<file path="src/rtl/midi_pkg.sv">
// rtl/midi_pkg.sv - shared MIDI constants and state types
// Purpose: status nibbles, realtime threshold, reset pitch and the enums
//          used by the UART receiver and the note parser.
// Ports:   none (package).
package midi_pkg;

  localparam logic [3:0] MIDI_STATUS_NOTE_OFF = 4'h8;
  localparam logic [3:0] MIDI_STATUS_NOTE_ON  = 4'h9;
  localparam logic [7:0] MIDI_REALTIME_MIN    = 8'hF8;

  // A4 on the voice's note table; pitch held by the voice after reset.
  localparam logic [5:0] FREQ_SELECT_RESET    = 6'd33;

  typedef enum logic [1:0] {
    UART_IDLE,
    UART_START,
    UART_DATA,
    UART_STOP
  } uart_state_t;

  typedef enum logic [1:0] {
    RS_NONE,
    RS_NOTE_OFF,
    RS_NOTE_ON
  } run_status_t;

endpackage

</file>
<file path="src/rtl/midi_uart_rx.sv">
// rtl/midi_uart_rx.sv - MIDI serial byte receiver
// Purpose: synchronises the raw MIDI line and deserialises 8N1 bytes.
// Ports:   clk, reset        - clock, async active-high reset
//          i_rx              - raw serial input, idle high
//          o_byte            - last received byte
//          o_byte_valid      - 1-cycle pulse, o_byte holds a good byte
//          o_rx_error        - 1-cycle pulse, stop bit sampled low
module midi_uart_rx
  import midi_pkg::*;
#(
  parameter int CLKS_PER_BIT = 800
) (
  input  logic       clk,
  input  logic       reset,
  input  logic       i_rx,
  output logic [7:0] o_byte,
  output logic       o_byte_valid,
  output logic       o_rx_error
);

  localparam int CNT_W = $clog2(CLKS_PER_BIT);
  localparam logic [CNT_W-1:0] CNT_HALF = CNT_W'(CLKS_PER_BIT / 2 - 1);
  localparam logic [CNT_W-1:0] CNT_FULL = CNT_W'(CLKS_PER_BIT - 1);

  uart_state_t      r_state;
  uart_state_t      w_next_state;
  logic             r_sync1;
  logic             r_sync2;
  logic             r_prev;
  logic [CNT_W-1:0] r_cnt;
  logic [2:0]       r_bit_idx;
  logic [7:0]       r_shift;
  logic             w_half_done;
  logic             w_full_done;

  assign w_half_done = (r_cnt == CNT_HALF);
  assign w_full_done = (r_cnt == CNT_FULL);
  assign o_byte      = r_shift;

  always_ff @(posedge clk or posedge reset) begin
    if (reset) r_state <= UART_IDLE;
    else       r_state <= w_next_state;
  end

  always_comb begin
    w_next_state = r_state;
    case (r_state)
      UART_IDLE:  if (r_prev && !r_sync2) w_next_state = UART_START;
      // Mid-bit recheck rejects glitches shorter than half a bit.
      UART_START: if (w_half_done) w_next_state = r_sync2 ? UART_IDLE : UART_DATA;
      UART_DATA:  if (w_full_done && (r_bit_idx == 3'd7)) w_next_state = UART_STOP;
      UART_STOP:  if (w_full_done) w_next_state = UART_IDLE;
      default:    w_next_state = UART_IDLE;
    endcase
  end

  always_comb begin
    o_byte_valid = 1'b0;
    o_rx_error   = 1'b0;
    if ((r_state == UART_STOP) && w_full_done) begin
      o_byte_valid = r_sync2;
      o_rx_error   = !r_sync2;
    end
  end

  always_ff @(posedge clk or posedge reset) begin
    if (reset) begin
      r_sync1   <= 1'b1;
      r_sync2   <= 1'b1;
      r_prev    <= 1'b1;
      r_cnt     <= '0;
      r_bit_idx <= '0;
      r_shift   <= '0;
    end else begin
      r_sync1 <= i_rx;
      r_sync2 <= r_sync1;
      r_prev  <= r_sync2;
      case (r_state)
        UART_IDLE: begin
          r_cnt     <= '0;
          r_bit_idx <= '0;
        end
        UART_START: r_cnt <= w_half_done ? '0 : r_cnt + 1'b1;
        UART_DATA: begin
          if (w_full_done) begin
            r_cnt     <= '0;
            r_shift   <= {r_sync2, r_shift[7:1]};
            r_bit_idx <= r_bit_idx + 1'b1;
          end else begin
            r_cnt <= r_cnt + 1'b1;
          end
        end
        UART_STOP: r_cnt <= r_cnt + 1'b1;
        default:   r_cnt <= '0;
      endcase
    end
  end

endmodule

</file>
<file path="src/rtl/midi_note_receiver.sv">
// rtl/midi_note_receiver.sv - monophonic MIDI Note On/Off front end
// Purpose: parses Note On/Off on one channel and drives the voice gate/pitch.
// Ports:   clk, reset        - clock, async active-high reset
//          i_midi_rx         - raw MIDI serial input
//          o_freq_select     - note index to voice (0 = NOTE_BASE)
//          o_note_on         - gate level, high while a note is held
//          o_note_off        - complement of o_note_on
//          o_note_strobe     - 1-cycle pulse per accepted Note On
//          o_rx_error        - 1-cycle pulse on framing error
//          o_active_note     - MIDI number of held note, 0 when none
module midi_note_receiver
  import midi_pkg::*;
#(
  parameter int CLKS_PER_BIT = 800,
  parameter int MIDI_CHANNEL = 0,
  parameter int NOTE_BASE    = 36,
  parameter int NOTE_COUNT   = 48
) (
  input  logic       clk,
  input  logic       reset,
  input  logic       i_midi_rx,
  output logic [5:0] o_freq_select,
  output logic       o_note_on,
  output logic       o_note_off,
  output logic       o_note_strobe,
  output logic       o_rx_error,
  output logic [6:0] o_active_note
);

  localparam logic [3:0] CHANNEL = 4'(MIDI_CHANNEL);
  localparam logic [6:0] NOTE_LO = 7'(NOTE_BASE);
  localparam logic [6:0] NOTE_HI = 7'(NOTE_BASE + NOTE_COUNT - 1);

  logic [7:0]  w_byte;
  logic        w_byte_valid;
  logic        w_rx_error;
  run_status_t r_run_status;
  logic        r_data_cnt;
  logic [6:0]  r_note;
  logic [5:0]  r_freq_select;
  logic        r_note_on;
  logic        r_note_strobe;
  logic [6:0]  r_active_note;
  logic        w_vel_byte;
  logic        w_in_range;
  logic [6:0]  w_note_idx;
  logic        w_exec_on;
  logic        w_exec_off;

  midi_uart_rx #(
    .CLKS_PER_BIT (CLKS_PER_BIT)
  ) u_uart_rx (
    .clk          (clk),
    .reset        (reset),
    .i_rx         (i_midi_rx),
    .o_byte       (w_byte),
    .o_byte_valid (w_byte_valid),
    .o_rx_error   (w_rx_error)
  );

  // Second data byte of a message on our channel: the message executes now.
  assign w_vel_byte = w_byte_valid && !w_byte[7] && (r_run_status != RS_NONE) && r_data_cnt;
  assign w_in_range = (r_note >= NOTE_LO) && (r_note <= NOTE_HI);
  // Only used when w_in_range holds, so the subtraction never wraps.
  assign w_note_idx = r_note - NOTE_LO;

  assign w_exec_on  = w_vel_byte && w_in_range && (r_run_status == RS_NOTE_ON) &&
                      (w_byte[6:0] != 7'd0);
  // Release only the held note; stale offs from earlier notes are ignored.
  assign w_exec_off = w_vel_byte && w_in_range && !w_exec_on && r_note_on &&
                      (r_note == r_active_note);

  always_ff @(posedge clk or posedge reset) begin
    if (reset) begin
      r_run_status <= RS_NONE;
      r_data_cnt   <= 1'b0;
      r_note       <= '0;
    end else if (w_rx_error) begin
      r_data_cnt <= 1'b0;
    end else if (w_byte_valid && (w_byte < MIDI_REALTIME_MIN)) begin
      if (w_byte[7]) begin
        r_data_cnt <= 1'b0;
        if ((w_byte[3:0] == CHANNEL) && (w_byte[7:4] == MIDI_STATUS_NOTE_ON))
          r_run_status <= RS_NOTE_ON;
        else if ((w_byte[3:0] == CHANNEL) && (w_byte[7:4] == MIDI_STATUS_NOTE_OFF))
          r_run_status <= RS_NOTE_OFF;
        else
          r_run_status <= RS_NONE;
      end else if (r_run_status != RS_NONE) begin
        if (!r_data_cnt) r_note <= w_byte[6:0];
        r_data_cnt <= !r_data_cnt;
      end
    end
  end

  always_ff @(posedge clk or posedge reset) begin
    if (reset) begin
      r_freq_select <= FREQ_SELECT_RESET;
      r_note_on     <= 1'b0;
      r_note_strobe <= 1'b0;
      r_active_note <= '0;
    end else begin
      r_note_strobe <= w_exec_on;
      if (w_exec_on) begin
        r_freq_select <= w_note_idx[5:0];
        r_active_note <= r_note;
        r_note_on     <= 1'b1;
      end else if (w_exec_off) begin
        // Pitch is held so the release phase keeps sounding the same note.
        r_active_note <= '0;
        r_note_on     <= 1'b0;
      end
    end
  end

  assign o_freq_select = r_freq_select;
  assign o_note_on     = r_note_on;
  assign o_note_off    = !r_note_on;
  assign o_note_strobe = r_note_strobe;
  assign o_rx_error    = w_rx_error;
  assign o_active_note = r_active_note;

endmodule
</file>
<file path="config.mk">
export PLATFORM = sky130hd
export DESIGN_NAME = midi_note_receiver
export DESIGN_NICKNAME = d
export VERILOG_FILES = /design/src/rtl/midi_pkg.sv /design/src/rtl/midi_uart_rx.sv /design/src/rtl/midi_note_receiver.sv
export SDC_FILE = /design/constraint.sdc
export NUM_CORES = 1
export LEC_CHECK = 0
export ABC_AREA = 0
export ABC_CLOCK_PERIOD_IN_PS = 2750
export BUFFER_PORTS_ARGS = -buffer_cell sky130_fd_sc_hd__buf_4
export CORE_UTILIZATION = 40
export CTS_CLUSTER_SIZE = 10
export DETAILED_ROUTE_END_ITERATION = 10
export PLACE_DENSITY = 0.64
export SYNTH_ARGS = -nofsm -noshare
export SYNTH_HDL_FRONTEND = slang
export SYNTH_SLANG_ARGS = --single-unit
</file>
<file path="constraint.sdc">
create_clock -name clk -period 2.75 [get_ports clk]
set_clock_uncertainty 0.15 [all_clocks]
set_input_delay 0.1375 -clock clk [delete_from_list [all_inputs] [get_ports clk]]
set_output_delay 0.1375 -clock clk [all_outputs]
set_load 0.01 [all_outputs]
</file>
==> results_dict.tcl <==
set metrics [dict create \
    outcome "finished, final reports clean" \
    ys_seq_area_share_pct 50.7 \
    overflow 0 \
    cts_buffers 5 \
    startpoint_type "flop" \
    pwr_density_cell_nw_per_um2 488 \
    initial_utilization_pct 42.2 \
    power.leakage_nw 1.38 \
    power_mw 1.40 \
    crit_family "simple AND/OR/NAND/NOR gates" \
    dieArea_um2 6640 \
    n_antenna_cell 0 \
    syn_area_um2 2530 \
    cts_tree "built" \
    critPathMaxFanout 9 \
    worstSetupEndpointType "flop" \
    min_period_ns 2.53 \
    ys_ff_latch 51 \
    synthTopCellsByArea "dfrtp_1 46%, mux2_2 9.4%, dfstp_2 5.2%, xnor2_1 5.2%, ha_1 3.0%" \
    dr.pass1.iters 4 \
    num_vias 1641 \
    drive_above_1_share_pct 33.9 \
    syn_nets 222 \
    grt_pass1_vias 1613 \
    critical_path_required_ns 2.80 \
    totalWireLength_um 4530 \
    dp_hpwl_um 3270 \
    ys.flop_type "dfrtp_1" \
    antenna_found_initial 0 \
    grt_max_degree 24 \
    pre_cts_ws_ns 0.235 \
    rsz0062_at_grt "no" \
    synth-edff-count 0 \
    cts_max_path_buffers 2 \
    core_area_um2 5990 \
    whs_ns 0.202 \
    setup-violations-final 0 \
    syn_to_final_growth_pct 13.7 \
    critPathKind "reg2reg" \
    post_cts_buffers 0 \
    hold_class "in2async" \
    place_area_um2 2760 \
    grt_first_pass_wirelength_um 7740 \
    gp_congestion 0.807 \
    clkTransAtPathRegs_ns 0.10 \
    synth.avg_cell_area_um2 11.9 \
    setup_tns_ns 0 \
    synthArstFlopShare_pct 100 \
    setup_ws_ns 0.223 \
    worstMarginPinSlew_ns 0.642 \
    r2r_cells 7 \
    hold_viol_final 0 \
    dp.cells 304 \
    utilization_pct 48.0 \
    cts_root_buffer "clkbuf_8" \
    die_w_um 81.5 \
    cp_slowest_stage_delay_ns 0.46 \
    max_freq_mhz 396 \
    design_area_um2 2870 \
    drv_slew 0 \
    num-nets-final 247 \
    post_drt_wl_per_cell_um 14.4 \
    synth_top_area_share_pct 45.5 \
    row_count 28 \
    io_pins 20 \
    h-tree-depth 2 \
    drc 0 \
    fillers 541 \
    slowest_stage "dfrtp_1" \
    fin_cells 314 \
    critical_path_buf_inv_count 1 \
    ant_nets 0 \
    synthCells 213 \
    crit_arrival_ns 2.58 \
    vias_per_cell 5.23 \
    r2r_end "o_freq_select[2]" \
    max_slew_margin_pct 56.7 \
    dieHeight_um 81.5 \
    yosysTopAreaCell "dfrtp_1" \
    ys_warn_count 0 \
    r2r-start "r_note[3]" \
    critical_path.cell_chain "inv_1 -> ha_1 -> or3b_1 -> a311oi_1 -> nand2_1 -> nor3_4 -> mux2_2" \
    grt_usage_pct 15.4 \
    reg2reg_slack_ns 0.22 \
    period_share_pct 91.9 \
    insertion_delay_ns 0.31 \
    port_buffers 19 \
    cts.sinks 51 \
    ir_drop_v 0.000404 \
    first_iter_violations 43 \
    max-cap-violations 0 \
    synth_cell_types 50 \
]
==> metal layers <==
metal | GRT usage [%] | vias to the layer above | routed length [um]
met3 | 3.78 | 7 | 164
met5 | 0 | - | 0
met2 | 24.8 | 24 | 2160
met4 | 5.18 | 0 | 57
met1 | 20.3 | 812 | 2150
li1 | - | 798 | -
==> worst max path at each step <==
stage / endpoint / depth (start not counted) / start / slack [ns]
floorplan: o_freq_select[0] / 8 / r_note[3] / 0.48
global route: o_freq_select[1] / 7 / r_note[3] / 0.08
CTS: o_freq_select[2] / 7 / r_note[3] / 0.22
finish: o_freq_select[2] / 7 / r_note[3] / 0.22
detailed placement: o_freq_select[2] / 7 / r_note[3] / 0.23
global placement: o_freq_select[2] / 7 / r_note[3] / 0.33
==> worst reg2reg max path, delay by kind of cell (launching register included) <==
family	cells	cell delay, ns
buf+inv	1	0.13
flops	1	0.46
fa+ha+maj	1	0.14
simple gates	3	0.85
compound gates	1	0.31
mux	1	0.39
==> layout make-up <==
class | count | area [um2] | area share [%]
multi-input cells | 143 | 1160 | 40.5
clock buffers | 7 | 86.3 | 3.01
well taps | 75 | 93.8 | 3.27
inverters | 11 | 41.3 | 1.44
flip-flops and latches | 51 | 1280 | 44.6
repair buffers | 26 | 200 | 6.97
clock inverters | 1 | 5.00 | 0.174
==> state kept, by name (all words and copies together), names as in the netlist, named ones only <==
signal               count
u_uart_rx.r_bit_idx      3
u_uart_rx.r_state        1
u_uart_rx.o_byte         8
u_uart_rx.r_sync2        1
u_uart_rx.r_sync1        1
o_note_on                1
r_note                   7
u_uart_rx.r_prev         1
o_note_strobe            1
r_data_cnt               1
r_run_status             2
o_active_note            7
u_uart_rx.r_cnt         10
o_freq_select            6
==> timing repair <==
item / CTS / global route
resized for setup: 0 / 0
setup endpoints to repair: 0 / 0
hold endpoints to repair: 15 / 0
hold buffers: 2 / 0
==> power by group <==
part | leakage, nW | switching (mW) | internal, mW
combinational | 0.646 | 0.0675 | 0.0506
sequential | 0.684 | 0.0458 | 0.790
clock | 0.0482 | 0.244 | 0.204
==> cells in the mapped netlist, types with 2 or more instances <==
cell,n
mux2i_1,2
nor4_1,3
inv_1,11
a21oi_1,4
clkbuf_1,5
nand2_1,6
nor2_1,16
nand4b_1,2
xor2_1,2
a22o_1,5
a21o_2,6
nor2_2,2
a21boi_0,7
dfstp_2,5
xnor2_1,15
nor3_1,3
ha_1,6
nand4_1,3
and3_1,2
or2_2,4
dfrtp_1,46
o21ai_0,2
nand3_1,8
mux2_2,21
buf_2,2
==> placed cells by master (no fill, tap or decap), drive strengths merged, types with 6 or more instances in the layout <==
cell type / synthesis / final
clkbuf: 5 / 7
inv: 11 / 11
a21boi: 7 / 7
dfrtp: 46 / 46
mux2: 22 / 22
buf: 3 / 24
ha: 6 / 6
nand3: 8 / 8
a21o: 7 / 7
nand2: 7 / 7
xnor2: 15 / 15
nor2: 18 / 18
==> logic make-up (layout without fill, tap and decap cells) <==
kind of cell	after synthesis	count (layout)	synth area share, %
buffers and inverters	19	45	3.22
and+or+nand+nor	66	66	16.6
xor gates and xnor gates	17	17	5.89
DFF	51	51	50.7
AOI/OAI and AO/OA	30	30	9.85
muxes	24	24	10.7
adders and majority gates	6	6	2.97
Power figures use the tool's default switching activity.
